### config.mk
export PLATFORM = sky130hd
export DESIGN_NAME = curve_lut_ram_flat
export DESIGN_NICKNAME = d
export VERILOG_FILES = /design/src/rtl/curve_lut_ram_if.sv /design/src/rtl/curve_lut_ram.sv /design/src/flat_wrapper.sv
export SDC_FILE = /design/constraint.sdc
export NUM_CORES = 2
export LEC_CHECK = 0
export BUFFER_PORTS_ARGS = -buffer_cell sky130_fd_sc_hd__buf_2
export CORE_ASPECT_RATIO = 1.2
export CORE_MARGIN = 5
export CORE_UTILIZATION = 30
export DETAILED_ROUTE_END_ITERATION = 7
export PLACE_DENSITY = 0.44
export SYNTH_ARGS = -nofsm -noshare
export SYNTH_HDL_FRONTEND = slang
export SYNTH_SLANG_ARGS = --single-unit
### constraint.sdc
create_clock -name clk -period 9.34 [get_ports clk]
set_input_delay 0.467 -clock clk [delete_from_list [all_inputs] [get_ports clk]]
set_output_delay 0.467 -clock clk [all_outputs]
set_load 0.05 [all_outputs]
### src/rtl/curve_lut_ram_if.sv
// Configuration bus for curve_lut_ram.
//   cfg_we     : shadow-table write strobe (accepted only while cfg_ready=1)
//   cfg_addr   : shadow-table write address (input code)
//   cfg_wdata  : shadow-table write data (output code)
//   cfg_commit : one-cycle request to swap the shadow table in at next frame start
//   cfg_ready  : high when writes and commit are accepted
// master = configuring agent, slave = curve_lut_ram.
interface curve_lut_ram_if #(
  parameter int DATA_W = 8
);
  logic              cfg_we;
  logic [DATA_W-1:0] cfg_addr;
  logic [DATA_W-1:0] cfg_wdata;
  logic              cfg_commit;
  logic              cfg_ready;

  modport master (
    output cfg_we, cfg_addr, cfg_wdata, cfg_commit,
    input  cfg_ready
  );

  modport slave (
    input  cfg_we, cfg_addr, cfg_wdata, cfg_commit,
    output cfg_ready
  );
endinterface

### src/rtl/curve_lut_ram.sv
// Double-buffered luminance curve lookup table.
// One bank maps the pixel stream while the other (shadow) bank takes cfg
// writes. A commit swaps the banks at the next vsync rising edge.
// Ports:
//   clk, rst            : clock, synchronous active-high reset
//   cfg                 : configuration bus (curve_lut_ram_if.slave)
//   per_frame_vsync/href/clken, per_img_Y   : input video
//   post_frame_vsync/href/clken, post_img_Y : mapped video, 2-cycle latency
//
// state   | meaning
// INIT    | fill both banks with identity, pixel path bypassed
// IDLE    | cfg writes/commit accepted
// PENDING | commit seen, waiting for vsync rise to swap banks
module curve_lut_ram #(
  parameter int DATA_W = 8
) (
  input  logic              clk,
  input  logic              rst,
  curve_lut_ram_if.slave    cfg,
  input  logic              per_frame_vsync,
  input  logic              per_frame_href,
  input  logic              per_frame_clken,
  input  logic [DATA_W-1:0] per_img_Y,
  output logic              post_frame_vsync,
  output logic              post_frame_href,
  output logic              post_frame_clken,
  output logic [DATA_W-1:0] post_img_Y
);

  localparam int DEPTH = 1 << DATA_W;

  typedef enum logic [1:0] {
    ST_INIT    = 2'd0,
    ST_IDLE    = 2'd1,
    ST_PENDING = 2'd2
  } state_t;

  state_t            state;
  state_t            state_nxt;
  logic [DATA_W-1:0] init_cnt;
  logic              bank_sel;
  logic              vsync_prev;
  logic              vsync_rise;

  logic              in_init;
  logic              cfg_ready_int;
  logic              swap_now;
  logic              active_sel;
  logic              wr0_en;
  logic              wr1_en;
  logic [DATA_W-1:0] wr_addr;
  logic [DATA_W-1:0] wr_data;

  logic [DATA_W-1:0] bank0 [DEPTH];
  logic [DATA_W-1:0] bank1 [DEPTH];

  logic [DATA_W-1:0] s1_rd0;
  logic [DATA_W-1:0] s1_rd1;
  logic              s1_sel;
  logic [2:0]        s1_sync;

  assign vsync_rise = per_frame_vsync & ~vsync_prev;

  // State register and sequencing counters
  always_ff @(posedge clk) begin
    if (rst) begin
      state      <= ST_INIT;
      init_cnt   <= '0;
      bank_sel   <= 1'b0;
      vsync_prev <= 1'b0;
    end else begin
      state      <= state_nxt;
      vsync_prev <= per_frame_vsync;
      if (in_init)  init_cnt <= init_cnt + 1'b1;
      if (swap_now) bank_sel <= ~bank_sel;
    end
  end

  // Next-state logic
  always_comb begin
    state_nxt = state;
    case (state)
      ST_INIT:    if (&init_cnt)      state_nxt = ST_IDLE;
      ST_IDLE:    if (cfg.cfg_commit) state_nxt = ST_PENDING;
      ST_PENDING: if (vsync_rise)     state_nxt = ST_IDLE;
      default:                        state_nxt = ST_INIT;
    endcase
  end

  // Output / control decode
  always_comb begin
    in_init       = (state == ST_INIT);
    cfg_ready_int = (state == ST_IDLE);
    swap_now      = (state == ST_PENDING) && vsync_rise;
    // The pixel sampled on the swap edge already uses the new bank.
    active_sel    = bank_sel ^ swap_now;
    wr_addr       = in_init ? init_cnt : cfg.cfg_addr;
    wr_data       = in_init ? init_cnt : cfg.cfg_wdata;
    wr0_en        = in_init | (cfg_ready_int & cfg.cfg_we & bank_sel);
    wr1_en        = in_init | (cfg_ready_int & cfg.cfg_we & ~bank_sel);
  end

  assign cfg.cfg_ready = cfg_ready_int;

  always_ff @(posedge clk) begin
    if (wr0_en) bank0[wr_addr] <= wr_data;
  end

  always_ff @(posedge clk) begin
    if (wr1_en) bank1[wr_addr] <= wr_data;
  end

  // Stage 1: both banks are read and the select is snapshotted with the
  // pixel, so a later swap cannot change which bank that pixel used.
  // During INIT the banks are incomplete, so the raw code bypasses them.
  always_ff @(posedge clk) begin
    if (rst) begin
      s1_rd0  <= '0;
      s1_rd1  <= '0;
      s1_sel  <= 1'b0;
      s1_sync <= '0;
    end else begin
      s1_rd0  <= in_init ? per_img_Y : bank0[per_img_Y];
      s1_rd1  <= in_init ? per_img_Y : bank1[per_img_Y];
      s1_sel  <= active_sel;
      s1_sync <= {per_frame_vsync, per_frame_href, per_frame_clken};
    end
  end

  // Stage 2: outputs
  always_ff @(posedge clk) begin
    if (rst) begin
      post_img_Y       <= '0;
      post_frame_vsync <= 1'b0;
      post_frame_href  <= 1'b0;
      post_frame_clken <= 1'b0;
    end else begin
      post_img_Y       <= s1_sel ? s1_rd1 : s1_rd0;
      post_frame_vsync <= s1_sync[2];
      post_frame_href  <= s1_sync[1];
      post_frame_clken <= s1_sync[0];
    end
  end

endmodule

### src/flat_wrapper.sv
// flat-port wrapper written by rule: the top's interface ports become plain ports
module curve_lut_ram_flat 
#(
  parameter int DATA_W = 8
)
  (clk, rst, per_frame_vsync, per_frame_href, per_frame_clken, per_img_Y, post_frame_vsync, post_frame_href, post_frame_clken, post_img_Y, cfg_cfg_we, cfg_cfg_addr, cfg_cfg_wdata, cfg_cfg_commit, cfg_cfg_ready);
  curve_lut_ram_if #(.DATA_W(DATA_W)) cfg_i ();
  input  logic clk;
  input  logic rst;
  input  logic per_frame_vsync;
  input  logic per_frame_href;
  input  logic per_frame_clken;
  input  logic [DATA_W-1:0] per_img_Y;
  output logic post_frame_vsync;
  output logic post_frame_href;
  output logic post_frame_clken;
  output logic [DATA_W-1:0] post_img_Y;
  input wire logic [$bits(cfg_i.cfg_we)-1:0] cfg_cfg_we;
  input wire logic [$bits(cfg_i.cfg_addr)-1:0] cfg_cfg_addr;
  input wire logic [$bits(cfg_i.cfg_wdata)-1:0] cfg_cfg_wdata;
  input wire logic [$bits(cfg_i.cfg_commit)-1:0] cfg_cfg_commit;
  output wire logic [$bits(cfg_i.cfg_ready)-1:0] cfg_cfg_ready;
  assign cfg_i.cfg_we = cfg_cfg_we;
  assign cfg_i.cfg_addr = cfg_cfg_addr;
  assign cfg_i.cfg_wdata = cfg_cfg_wdata;
  assign cfg_i.cfg_commit = cfg_cfg_commit;
  assign cfg_cfg_ready = cfg_i.cfg_ready;
  curve_lut_ram #(.DATA_W(DATA_W)) u_core (.clk(clk), .rst(rst), .cfg(cfg_i), .per_frame_vsync(per_frame_vsync), .per_frame_href(per_frame_href), .per_frame_clken(per_frame_clken), .per_img_Y(per_img_Y), .post_frame_vsync(post_frame_vsync), .post_frame_href(post_frame_href), .post_frame_clken(post_frame_clken), .post_img_Y(post_img_Y));
endmodule
# After elaboration in Yosys (flattened, before gate mapping)

Memories as Yosys holds them, arrays and structs flattened.
Cells that the tools add are included.

Add/subtract/negate cells: 1
Equal/unequal tests: 5
Multiplexer cells: 13
Bitwise operators: 9
Reduce and logical (&&, ||, !) cells: 4

Operator list:

| operator                                                         | number |
|---|---|
| 8-bit two-way mux                                                | 5 |
| 8-bit by 1-bit adder with 8-bit output (second input constant)   | 1 |
| 8-bit AND reduction                                              | 1 |
| 2-bit two-way mux                                                | 3 |
| 2-bit case mux with 3 select lines                               | 1 |
| 1-bit bitwise AND                                                | 4 |
| 1-bit two-way mux                                                | 4 |
| 2-bit != test (second input constant)                            | 2 |
| 3-bit AND reduction                                              | 1 |
| 2-bit by 1-bit == test with 1-bit output (second input constant) | 1 |
| 2-bit == test (second input constant)                            | 1 |
| 2-bit logical NOT                                                | 1 |
| 2-bit by 1-bit != test with 1-bit output (second input constant) | 1 |
| 1-bit inverter                                                   | 2 |
| 1-bit bitwise OR                                                 | 2 |
| 1-bit logical AND                                                | 1 |
| 1-bit bitwise XOR                                                | 1 |

Bits in registers: 43
Memory bits (writable): 4,096
Bits of input ports: 31
Output and inout bits: 12
Word-level logic and storage cells: 46
Memories kept: 2

Memory list:

| memory       | depth | width | read ports | clocked after memory_dff | write ports | line                | source |
|---|---|---|---|---|---|---|---|
| u_core.bank0 | 256   | 8     | 1          | 0                        | 1           | curve_lut_ram.sv:54 | `logic [DATA_W-1:0] bank0 [DEPTH];` |
| u_core.bank1 | 256   | 8     | 1          | 0                        | 1           | curve_lut_ram.sv:55 | `logic [DATA_W-1:0] bank1 [DEPTH];` |

# Longest topological paths before layout

Depth in word-level cells: 6
Depth in mapped cells: 14

# Worst setup path after synthesis

OpenSTA, ideal clock, no wires.

Kind: register to register
Start: reg u_core.state[1]
End: mem u_core.bank0[0][0] (data pin)
Library setup time: 1.445 ns
Arrival: 7.806 ns
Data required time: 7.895 ns
Slack: 0.089 ns
Cell stages (with the launch flop): 8
Clock period less this slack: 9.251 ns
Path through: dfxtp_1 > clkbuf_1 > nor2_1 > clkbuf_1 > buf_1 > clkbuf_1 > nand2_1 > nand2_1

Word-level cells in the longest chain between the ends: 2

Ends and longest elaborated chain:

| what                     | line                | source |
|---|---|---|
| start: declaration       | curve_lut_ram.sv:38 | `state_t state;` |
| start signal: assignment | curve_lut_ram.sv:72 | `state <= state_nxt;` |
| 2-bit logical NOT        | curve_lut_ram.sv:92 | `in_init = (state == ST_INIT);` |
| 8-bit two-way mux        | curve_lut_ram.sv:98 | `wr_data = in_init ? init_cnt : cfg.cfg_wdata;` |
| via u_core.wr_data[0]    | curve_lut_ram.sv:52 | `logic [DATA_W-1:0] wr_data;` |
| end: declaration         | curve_lut_ram.sv:54 |  |

The timed path passes the listed nets, and every way through them passes these cells.

# Final worst setup path

Start: reg u_core.state[1]
End: mem u_core.bank0[38][2], enable pin

Word-level cells in the longest chain between the ends: 6
Elaborated cells between the ends (all ways): 8
Those cells by class: 1 x eq/ne; 3 x mux; 3 x bitwise; 1 x reduce/logical

Ends and longest elaborated chain:

| what                                     | line                 | source |
|---|---|---|
| 2-bit by 1-bit == test with 1-bit output | curve_lut_ram.sv:93  | `cfg_ready_int = (state == ST_IDLE);` |
| 1-bit bitwise AND (2 in a row)           | curve_lut_ram.sv:99  | `wr0_en = in_init \| (cfg_ready_int & cfg.cfg_we & bank_sel);` |
| 1-bit bitwise OR                         | curve_lut_ram.sv:99  |  |
| 1-bit two-way mux                        | curve_lut_ram.sv:106 | `if (wr0_en) bank0[wr_addr] <= wr_data;` |
| 1-bit two-way mux (implied by the code)  | curve_lut_ram.sv:106 |  |

Parallel ways exist; a longest one is shown, timed or not.

==> results.json <==
{
  "cts_root_buffer": "clkbuf_16",
  "p_leak_nw": 56.4,
  "rows": 294,
  "crit_path_max_incr_delay_ns": 0.99,
  "clk_path_buf_depth": 4,
  "yosys_most_used_dff": "edfxtp_1",
  "fp.dieH_um": 812,
  "path_buf_inv": 0,
  "syn_to_final_growth_pct": 13.6,
  "peakVddDrop_uv": 147,
  "setup_viol": 0,
  "ys_types": 74,
  "cts_resized": 0,
  "dieWidth_um": 679,
  "worst_pin_slew_ns": 1.66,
  "clock_sinks": 4138,
  "ios": 43,
  "finalInstanceArea_mm2": 0.183,
  "rsz0062_at_grt": "no",
  "period_share_pct": 51.0,
  "fin_crit_ns": 4.77,
  "placed_area_mm2": 0.169,
  "start_util_pct": 30.1,
  "synth_edf_count": 4096,
  "synth-async-reset-ratio_pct": 0,
  "place_congestion": 0.802,
  "report.final.slew_viol_count": 68,
  "synth_area_per_cell_um2": 21.3,
  "violations": "DRC, slew limit",
  "drtAntennaViolNets": 0,
  "dp.cells": 14410,
  "grt_usage_pct": 18.4,
  "drc": 2,
  "synth-seq-cells": 4138,
  "drive_gt1_share_pct": 23.8,
  "first_pass_iters": 8,
  "syn_nets": 7575,
  "cts_tree": "done",
  "skew_ns": 0.0482,
  "syn-cell-area_mm2": 0.161,
  "multi_input_area_mm2": 0.0347,
  "drt_iter0_drc": 8287,
  "path_clk_slew_ns": 0.06,
  "cts_buffers": 405,
  "crit_path_end_kind": "flip-flop",
  "cts_setup_buffers": 0,
  "power_density_mw_per_mm2": 212,
  "crit_chain": "or2_2, nand2_1, and2_1, and3_1, nand2_1, nor2_1",
  "vias_per_cell": 5.22,
  "grt_pass1_vias": 80867,
  "cap_violations": 0,
  "coreArea_mm2": 0.534,
  "max_freq_mhz": 210,
  "finalHoldViolCount": 0,
  "num_vias": 79202,
  "startpoint_type": "flip-flop",
  "worst-setup-path-type": "flip-flop to flip-flop",
  "path_common_cell": "nand2_1",
  "htree_num_levels": 5,
  "grt_max_degree": 188,
  "clk_latency_ns": 1.00,
  "crit_fanout": 16,
  "instances_no_fill": 15180,
  "slew-limit-headroom_pct": -10.8,
  "die_area_mm2": 0.551,
  "wirelength_um": 519000,
  "hold_class": "input pin to flip-flop",
  "antenna_found_initial": 30,
  "grt_overflow": 0,
  "slowest_stage": "nor2_1",
  "fillers": 49747,
  "outcome": "complete, but fails checks",
  "wl_per_cell_um": 34.2,
  "nNetsFinal": 7750,
  "fin_tns_setup_ns": 0,
  "ys_warn_count": 0,
  "postSynthCellCount": 7543,
  "grt_pass1_wl_um": 707000,
  "required_ns": 9.93,
  "cpLargestDelayFamily": "simple AND/OR/NAND/NOR gates",
  "hpwl_um": 315000,
  "io_buffer_count": 42,
  "cp.arrival_ns": 5.36,
  "ys_seq_area_share_pct": 77.0,
  "regArea_mm2": 0.124
}
## synthesized netlist by cell type, types with 50 or more instances
cell | number | area share, %
a21oi_1 | 99 | 0.31
a22oi_1 | 50 | 0.23
buf_2 | 102 | 0.32
buf_6 | 65 | 0.45
clkbuf_1 | 194 | 0.45
edfxtp_1 | 4096 | 76
mux2i_1 | 321 | 2.0
mux4_2 | 1000 | 14
nand2_1 | 216 | 0.50
nor2_1 | 590 | 1.4
nor3_1 | 56 | 0.17
o21ai_0 | 74 | 0.23
o221ai_1 | 128 | 0.70
o22ai_1 | 78 | 0.30
## flip-flops by register name (all words and copies together), names as in the netlist, 2 cells and up
register           cells
u_core.init_cnt        8
u_core.post_img_Y      8
u_core.bank1        2048
u_core.bank0        2048
u_core.s1_rd0          8
u_core.state           2
u_core.s1_sync         3
u_core.s1_rd1          8
## power by group
group | switching (mW) | internal (mW) | total [mW]
registers | 0.0132 | 20.3 | 20.3
clock network | 7.26 | 9.31 | 16.6
logic | 1.34 | 0.621 | 1.96
total | 8.62 | 30.2 | 38.9
## cells by family after synthesis
family | synth area share [%]
AOI/OAI and AO/OA | 2.49
xor gates and xnor gates | 0.0327
adders and majority gates | 0.00777
buffers and inverters | 1.76
DFF | 77.0
muxes | 16.1
and+or+nand+nor | 2.67
## final timing paths
| kind | start | end | slack (ns) | depth (start not counted) |
|---|---|---|---|---|
| worst max-delay path | u_core.state[1] | u_core.bank0[38][2] | 4.57 | 6 |
| worst min-delay path | per_img_Y[2] | u_core.s1_rd1[5] | 0.23 | 4 |
| worst min register to register | u_core.s1_sync[0] | u_core.post_frame_clken | 0.45 | 1 |
| worst max register to register | u_core.state[1] | u_core.bank0[38][2] | 4.57 | 6 |
## placed cells by master, fill, tap and decap left out, types with 14 or more instances in the layout
| cell type | count |
|---|---|
| o211ai_1 | 17 |
| dfxtp_1 | 42 |
| edfxtp_1 | 4096 |
| o221ai_1 | 128 |
| mux4_2 | 1000 |
| clkbuf_1 | 55 |
| clkinv_2 | 94 |
| nand4_1 | 15 |
| bufinv_16 | 42 |
| or3_1 | 20 |
| o21ai_0 | 71 |
| nand2_1 | 189 |
| nand2_4 | 15 |
| a22o_1 | 16 |
| a211oi_1 | 21 |
| mux2i_1 | 321 |
| nor2b_1 | 19 |
| buf_2 | 37 |
| nand3b_1 | 14 |
| clkinvlp_4 | 17 |
| nand3_1 | 25 |
| buf_12 | 30 |
| a21oi_1 | 99 |
| clkbuf_16 | 412 |
| diode_2 | 21 |
| nor2_1 | 583 |
| o22ai_1 | 78 |
| buf_4 | 158 |
| clkinv_1 | 88 |
| nor3_1 | 52 |
| a22oi_1 | 50 |
## metrics by stage
| stage | setup WS [ns] | utilization [%] | hold WS (ns) | power [mW] |
|---|---|---|---|---|
| 2_1_floorplan | 0.0890 | - | 0.414 | 21.9 |
| 3_3_place_gp | 3.02 | 31.7 | 0.431 | 22.7 |
| 3_5_place_dp | 3.65 | 31.7 | 0.433 | 22.7 |
| 4_1_cts | 4.41 | 34.2 | 0.125 | 39.2 |
| 5_1_grt | 4.42 | 34.2 | 0.193 | 40.0 |
| 6_report | 4.57 | 34.2 | 0.230 | 38.9 |
## worst min-delay path, stage by stage
cell     delay, ns
buf_8         0.20
a31oi_1       0.22
nand4_1       0.12
nand3_1       0.10
## cell type report
cell class / instances / share of cell area (%)
flip-flops and latches: 4138 / 67.7
multi-input cells: 2930 / 19.0
clock buffers: 472 / 5.79
well taps: 7104 / 4.86
clock inverters: 272 / 1.48
repair buffers: 235 / 1.14
diodes: 21 / 0.0287
inverters: 8 / 0.0233
## what timing repair did
action,CTS,global route
hold endpoints to repair,11,0
setup endpoints to repair,0,0
hold buffers,5,0
## metal layers
metal,share of wire [%],up-vias,global-route usage [%]
met5,0.0081,-,0
met4,2.9,6,5.09
met3,5.8,587,2.87
met2,50,2826,31.0
met1,42,43838,24.6
li1,-,31945,-
Power figures use the tool's default switching activity.
